$ cat config.mk
export PLATFORM = sky130hd
export DESIGN_NAME = upsample_nn_flat
export DESIGN_NICKNAME = d
export VERILOG_FILES = /design/src/rtl/upsample_nn_if.sv /design/src/rtl/upsample_nn.sv /design/src/flat_wrapper.sv
export SDC_FILE = /design/constraint.sdc
export NUM_CORES = 1
export LEC_CHECK = 0
export CELL_PAD_IN_SITES_DETAIL_PLACEMENT = 0
export CELL_PAD_IN_SITES_GLOBAL_PLACEMENT = 1
export CORE_MARGIN = 3
export CORE_UTILIZATION = 45
export DETAILED_ROUTE_END_ITERATION = 7
export GPL_TIMING_DRIVEN = 0
export PLACE_DENSITY = 0.71
export SYNTH_ARGS = -nofsm -noshare
export SYNTH_HDL_FRONTEND = slang
export SYNTH_SLANG_ARGS = --single-unit
export TNS_END_PERCENT = 50
$ cat constraint.sdc
create_clock -name clock -period 2.2 [get_ports clock]
set_clock_uncertainty 0.05 [all_clocks]
set_input_delay 0.33 -clock clock [delete_from_list [all_inputs] [get_ports clock]]
set_output_delay 0.33 -clock clock [all_outputs]
set_load 0.05 [all_outputs]
$ cat src/rtl/upsample_nn_if.sv
// Shared feature type and the valid/ready feature stream used across the MNIST pipeline.
package mnist_pkg;
    typedef logic [7:0] feature_type;
endpackage

interface feature_if #(
    parameter int unsigned N = 1
);
    logic                     valid;
    logic                     ready;
    mnist_pkg::feature_type   features [N];

    modport source (output valid, output features, input ready);
    modport sink   (input valid, input features, output ready);
endinterface

$ cat src/rtl/upsample_nn.sv
// Nearest-neighbour upsampler: buffers one input row, then replays it
// ROW_STRIDE times with each feature repeated COL_STRIDE times.
module upsample_nn #(
    parameter int unsigned ROW_STRIDE = 2,
    parameter int unsigned COL_STRIDE = 2,
    parameter int unsigned OUT_HEIGHT = 28,
    parameter int unsigned OUT_WIDTH  = 28
) (
    input  logic       clock,
    input  logic       reset_n,
    feature_if.sink    features_in,
    feature_if.source  features_out,
    output logic       frame_done
);
    localparam int unsigned IN_HEIGHT = OUT_HEIGHT / ROW_STRIDE;
    localparam int unsigned IN_WIDTH  = OUT_WIDTH / COL_STRIDE;

    localparam int unsigned COL_W  = (IN_WIDTH > 1)   ? $clog2(IN_WIDTH)   : 1;
    localparam int unsigned ROW_W  = (IN_HEIGHT > 1)  ? $clog2(IN_HEIGHT)  : 1;
    localparam int unsigned CREP_W = (COL_STRIDE > 1) ? $clog2(COL_STRIDE) : 1;
    localparam int unsigned RREP_W = (ROW_STRIDE > 1) ? $clog2(ROW_STRIDE) : 1;

    localparam logic [COL_W-1:0]  COL_LAST  = COL_W'(IN_WIDTH - 1);
    localparam logic [ROW_W-1:0]  ROW_LAST  = ROW_W'(IN_HEIGHT - 1);
    localparam logic [CREP_W-1:0] CREP_LAST = CREP_W'(COL_STRIDE - 1);
    localparam logic [RREP_W-1:0] RREP_LAST = RREP_W'(ROW_STRIDE - 1);

    typedef enum logic [0:0] {S_FILL, S_EMIT} state_t;

    state_t                 state, state_next;
    logic [COL_W-1:0]       in_col, in_col_next;
    logic [ROW_W-1:0]       in_row, in_row_next;
    logic [CREP_W-1:0]      col_rep, col_rep_next;
    logic [COL_W-1:0]       buf_col, buf_col_next;
    logic [RREP_W-1:0]      row_rep, row_rep_next;
    logic                   done_next;
    logic                   wr_en;

    mnist_pkg::feature_type rowbuf [IN_WIDTH];

    // Handshake signals depend on registered state only.
    assign features_in.ready        = (state == S_FILL);
    assign features_out.valid       = (state == S_EMIT);
    assign features_out.features[0] = rowbuf[buf_col];

    // State and counter registers; all cleared asynchronously.
    always_ff @(posedge clock or negedge reset_n) begin
        if (!reset_n) begin
            state      <= S_FILL;
            in_col     <= '0;
            in_row     <= '0;
            col_rep    <= '0;
            buf_col    <= '0;
            row_rep    <= '0;
            frame_done <= 1'b0;
        end else begin
            state      <= state_next;
            in_col     <= in_col_next;
            in_row     <= in_row_next;
            col_rep    <= col_rep_next;
            buf_col    <= buf_col_next;
            row_rep    <= row_rep_next;
            frame_done <= done_next;
        end
    end

    // Row buffer write; contents need no reset.
    always_ff @(posedge clock) begin
        if (wr_en) begin
            rowbuf[in_col] <= features_in.features[0];
        end
    end

    // Next-state logic: fill one row, then walk nested replication counters.
    always_comb begin
        state_next   = state;
        in_col_next  = in_col;
        in_row_next  = in_row;
        col_rep_next = col_rep;
        buf_col_next = buf_col;
        row_rep_next = row_rep;
        done_next    = 1'b0;
        wr_en        = 1'b0;

        case (state)
            S_FILL: begin
                if (features_in.valid) begin
                    wr_en = 1'b1;
                    if (in_col == COL_LAST) begin
                        in_col_next = '0;
                        state_next  = S_EMIT;
                    end else begin
                        in_col_next = in_col + COL_W'(1);
                    end
                end
            end
            S_EMIT: begin
                if (features_out.ready) begin
                    if (col_rep != CREP_LAST) begin
                        col_rep_next = col_rep + CREP_W'(1);
                    end else begin
                        col_rep_next = '0;
                        if (buf_col != COL_LAST) begin
                            buf_col_next = buf_col + COL_W'(1);
                        end else begin
                            buf_col_next = '0;
                            if (row_rep != RREP_LAST) begin
                                row_rep_next = row_rep + RREP_W'(1);
                            end else begin
                                // Last beat of the replicated row.
                                row_rep_next = '0;
                                state_next   = S_FILL;
                                if (in_row == ROW_LAST) begin
                                    in_row_next = '0;
                                    done_next   = 1'b1;
                                end else begin
                                    in_row_next = in_row + ROW_W'(1);
                                end
                            end
                        end
                    end
                end
            end
            default: state_next = S_FILL;
        endcase
    end
endmodule

$ cat src/flat_wrapper.sv
// flat-port wrapper written by rule: the top's interface ports become plain ports
module upsample_nn_flat 
#(
    parameter int unsigned ROW_STRIDE = 2,
    parameter int unsigned COL_STRIDE = 2,
    parameter int unsigned OUT_HEIGHT = 28,
    parameter int unsigned OUT_WIDTH  = 28
)
  (clock, reset_n, frame_done, features_in_valid, features_in_features, features_in_ready, features_out_valid, features_out_features, features_out_ready);
  feature_if features_in_i ();
  feature_if features_out_i ();
  input  logic clock;
  input  logic reset_n;
  output logic frame_done;
  input wire logic [$bits(features_in_i.valid)-1:0] features_in_valid;
  input wire logic [$bits(features_in_i.features)-1:0] features_in_features;
  output wire logic [$bits(features_in_i.ready)-1:0] features_in_ready;
  output wire logic [$bits(features_out_i.valid)-1:0] features_out_valid;
  output wire logic [$bits(features_out_i.features)-1:0] features_out_features;
  input wire logic [$bits(features_out_i.ready)-1:0] features_out_ready;
  assign features_in_i.valid = features_in_valid;
  assign features_in_i.features = {>>{features_in_features}};
  assign features_in_ready = features_in_i.ready;
  assign features_out_valid = features_out_i.valid;
  assign features_out_features = {>>{features_out_i.features}};
  assign features_out_i.ready = features_out_ready;
  upsample_nn #(.ROW_STRIDE(ROW_STRIDE), .COL_STRIDE(COL_STRIDE), .OUT_HEIGHT(OUT_HEIGHT), .OUT_WIDTH(OUT_WIDTH)) u_core (.clock(clock), .reset_n(reset_n), .features_in(features_in_i), .features_out(features_out_i), .frame_done(frame_done));
endmodule
== Yosys cells after proc, flatten, opt, wreduce, memory -nomap -nowiden ==
Memory sizes are Yosys's and may differ from the RTL's.
Index checks and enable logic that the tools add are counted.
Cells by class
  reductions and logical operators: 5
  mux-type cells: 22
  bitwise operators: 2
  add/sub/neg operators: 5
  equality and inequality tests: 3
Operators with widths (number)
  2-to-1 mux 1 bit: 18
  adder 4 x 1 -> 4 bit, second input constant: 3
  2-to-1 mux 4 bit: 3
  equality test 4 bit, second input constant: 2
  AND reduction 5 bit: 1
  inequality test 4 bit, second input constant: 1
  AND reduction 2 bit: 2
  AND reduction 4 bit: 1
  AND reduction 3 bit: 1
  adder 1 bit, second input constant: 2
  inverter 1 bit: 2
  one-hot mux 1 bit (2 select lines): 1
Storage, ports and cells
  word-level logic and storage cells: 45
  flip-flop bits (word level): 16
  output and inout port bits: 11
  memories kept: 1
  RAM bits: 112
  input port bits: 12
Memories
  u_core.rowbuf: depth 14, bits a word 8, rd ports 1, clocked after Yosys merged registers in 0, wr ports 1, RTL line upsample_nn.sv:39  | mnist_pkg::feature_type rowbuf [IN_WIDTH];

== Longest topological paths before layout ==
  word-level depth: 7
  mapped depth: 7

== Least setup slack after synthesis ==
Ideal clock, no wire load.
  path kind: reg-to-reg
  from: reg u_core.state (netlist: u_core.features_out.valid)
  to: mem u_core.rowbuf[3][0] (netlist name), enable pin
  period minus slack after synthesis: 2.342 ns
  data required time: 1.767 ns
  library setup time: 0.383 ns
  arrival: 1.909 ns
  setup slack: -0.142 ns
  cell stages (with the launch flop): 4
  buffers on the path: 0
  cells stage by stage: dfrtp_1 inv_1 nand4_1 nor3_1
On the way
  word-level cells in the longest chain between the ends: 3
Ends and longest elaborated chain
  from (decl): RTL line upsample_nn.sv:30  | state_t state, state_next;
  from (signal assigned): RTL line upsample_nn.sv:57  | state <= state_next;
  2-to-1 mux 1 bit: RTL line upsample_nn.sv:85  | case (state)
  2-to-1 mux 1 bit: RTL line upsample_nn.sv:69  | if (wr_en) begin
  2-to-1 mux 1 bit (implied by the code): RTL line upsample_nn.sv:70  | rowbuf[in_col] <= features_in.features[0];
  to (decl): RTL line upsample_nn.sv:39
No other way between the ends.

== Worst setup path in the final report ==
  from: reg u_core.buf_col[0]
  to: out features_out_features[6]
On the way
  word-level cells in the longest chain between the ends: 1
Ends and longest elaborated chain
  from (decl): RTL line upsample_nn.sv:34  | logic [COL_W-1:0] buf_col, buf_col_next;
  from (signal assigned): RTL line upsample_nn.sv:61  | buf_col <= buf_col_next;
  memory (14 x 8 bit)
  to (decl): RTL line flat_wrapper.sv:19  | output wire logic [$bits(features_out_i.features)-1:0] features_out_features;
No other way between the ends.

==> reports/qor.csv <==
stage,metric,value,unit
global_route,overflow,0,
die,start_util,47.01,%
yosys,synth_top_cell_area_share,64.86,%
cts,clock_sinks,128,
setup_path,crit_family,multiplexers,
cts,clock_path_buffers,2,
final_layout,mostFrequentLayoutCells,"edfxtp_1, mux2i_1, clkbuf_16",
flow_run,cap_viol_max_count,0,
sta,slew_headroom,41.41,%
yosys,synthTopCellsByArea,"edfxtp_1, dfrtp_1, mux2i_1",
die,die_x,113.3,um
setup_path,path_cells,buf_6 -> buf_12 -> buf_12 -> mux2_2 -> mux2_2 -> a22o_1 -> buf_6,
die,die_h,113.3,um
power_and_ir_drop,ir_drop,0.9512,mV
routing,first_iter_violations,152,
yosys,ys_ff_latch,128,
setup_path,arrival,2.21,ns
status,violations,negative setup slack,
sta,slew_violations,0,
worst_hold_path,hold_class,input pin to async pin,
setup_path,critical_path_cell_count,7,
global_route,grt_use_total,17.14,%
place,pre_cts_ws,-0.7625,ns
die,placementRows,38,
final_layout,nets,356,
place,dpl_cell_area,0.005609,mm^2
setup_path,end_kind,output port,
yosys,synth_cell_types,36,
setup_path,max_stage_delay,0.34,ns
yosys,synthesis.instances,295,
routing,wl,10500,um
final_layout,syn_to_final_growth,24.83,%
yosys,synth_fp_nets,307,
yosys,synth_edf_count,112,
setup_path,worst-setup-path-type,flop to output port,
global_route,grt_max_degree,17,
setup_path,reg2regPathDepth,3,
sta,final.setup.worst_slack,-0.3949,ns
cts,clk_latency,0.41,ns
place,gp_congestion,0.7380,
power_and_ir_drop,power.density,1387,mW/mm^2
cts,cts_buffers,17,
place,io_buffers,22,
setup_path,worst-path-max-fanout,11,
cts,cts.htree.levels,4,
routing,drc,0,
cts,cts_hold_repair.buffers,0,
routing,vias,2756,
final_layout,fin_util,58.68,%
die,io_pins,23,
final_layout,fin_area,0.006472,mm^2
setup_path,cp_slowest_cell,mux2_2,
status,run_status,"complete, but fails checks",
routing,via_per_inst,5.545,
global_route,antenna_found_initial,0,
sta,period_minus_slack,2.595,ns
sta,rsz0062_at_grt,true,
power_and_ir_drop,p_leak,2.305,nW
sta,max_freq,0.3854,GHz
cts,cts_tree,yes,
die,die_area,0.01285,mm^2
yosys,avgSynthCellArea,17.58,um^2
yosys,yosysWarnings,0,
setup_path,crit_required,1.82,ns
global_route,grt_pass1_vias,2737,
yosys,yosysSeqAreaShare,72.59,%
yosys,mappedNetlistArea,0.005185,mm^2
final_layout,final_layout_size_suffix_gt1_share,28.29,%
yosys,async_flop_share,12.50,%
sta,fin_crit_sh,117.9,%
sta,worst_pin_slew,0.8741,ns
cts,cts-root-buf,clkbuf_16,
sta,setup_viol,8,
routing,antenna_left,0,
final_layout,final_common_cell,edfxtp_1,
sta,tns,-2.767,ns
sta,hold_viol_final,0,
final_layout,diodes,0,
routing,dr.pass1.iters,5,
setup_path,critPathLaunchType,flop,
die,coreArea,0.01103,mm^2
routing,wl_per_cell,21.13,um
setup_path,crit_buf_inv,4,
yosys,yosysTopAreaCell,edfxtp_1,
yosys,synthFlopType,edfxtp_1,
final_layout,nFillCells,847,
place,place_hpwl,6478,um
cts,clk_pin_slew_worst_paths,0.06,ns
global_route,grt_pass1_wl,15860,um
-- power by group --
group          switching [mW]  internal [mW]  total, mW
combinational            1.80           1.43       3.23
sequential              0.101           2.90       3.00
clock                   0.982           1.76       2.74
total                    2.88           6.09       8.98
-- metrics by stage --
| stage | hold slack, ns | total power [mW] | cells |
|---|---|---|---|
| 3_5_place_dp | 0.4629 | 5.752 | 458 |
| 5_1_grt | 0.3731 | 9.329 | 497 |
| 6_report | 0.3165 | 8.976 | 497 |
| 3_3_place_gp | 0.4516 | 5.705 | 457 |
| 2_1_floorplan | -0.01559 | 4.942 | 295 |
| 4_1_cts | 0.3472 | 8.673 | 492 |
-- timing repair --
item / in CTS / in global routing
pin swaps: 0 / 7
gates resized for setup: 74 / 36
cloned: 0 / 1
setup endpoints to repair: 40 / 41
setup buffers: 2 / 4
-- sequential cells by signal (all words and copies together), names as in the netlist --
| name | cells |
|---|---|
| u_core.rowbuf | 112 |
| u_core.in_row | 4 |
| u_core.buf_col | 4 |
| u_core.row_rep | 1 |
| u_core.features_out.valid | 1 |
| u_core.frame_done | 1 |
| u_core.col_rep | 1 |
| u_core.in_col | 4 |
-- synthesized netlist by cell type, types with 2 or more instances --
master    instances
nand2_1           7
nand2b_1          3
mux2i_1          33
a22o_1            8
a221oi_1          8
inv_1             3
nor2_1            9
and2_1            2
xnor2_1           4
buf_4             2
mux4_1            7
buf_6             3
buf_1             3
a22oi_1           8
nor3b_1           2
edfxtp_1        112
clkbuf_1          9
nor2b_1           2
nand4_1           6
nand3_1           3
dfrtp_1          16
mux2_2           18
o21ai_0           6
a21o_1            3
nor3_1            7
-- layout make-up --
type	instances	area, um^2	area share, %
Buffer	18	157.7	2.436
Timing Repair Buffer	30	335.3	5.181
Sequential cell	128	3765	58.17
Inverter	3	11.26	0.1740
Tap cell	140	175.2	2.706
Clock inverter	13	145.1	2.242
Multi-Input combinational cell	146	1450	22.40
Clock buffer	19	432.9	6.689
-- final timing paths --
kind / startpoint / end / slack [ns]
setup / recovery: u_core.buf_col[0]$_DFFE_PN0P_ / features_out_features[6] / -0.39
hold / removal: reset_n / u_core.in_row[0]$_DFFE_PN0P_ / 0.32
setup reg to reg: u_core.in_col[3]$_DFFE_PN0P_ / u_core.rowbuf[8][3]$_DFFE_PP_ / 0.05
hold reg to reg: u_core.col_rep$_DFFE_PN0P_ / u_core.col_rep$_DFFE_PN0P_ / 0.47
max in group asynchronous: reset_n / u_core.buf_col[1]$_DFFE_PN0P_ / 1.25
min in group clock: u_core.col_rep$_DFFE_PN0P_ / u_core.col_rep$_DFFE_PN0P_ / 0.47
-- logic make-up (layout without fill, tap and decap cells) --
logic type	Yosys count	after routing	synth area share, %
AOI/OAI and AO/OA	37	37	5.430
xor gates and xnor gates	5	5	0.8446
buffers and inverters	21	83	2.316
DFF	128	128	72.59
muxes	59	59	14.26
and+or+nand+nor	45	45	4.561
-- layer usage --
metal	up-vias	global-route usage [%]	routed length, um
met2	74	25.75	5071
li1	1273	-	-
met4	0	7.372	181
met1	1395	24.11	4786
met3	14	4.011	460
met5	-	0	0
-- worst reg2reg max path, stage by stage (launching register included) --
cell	delay, ns
dfrtp_1	0.32
clkbuf_1	0.41
nand2_1	0.27
nor2_1	0.73
No activity file was read; power rests on OpenSTA's default activity.
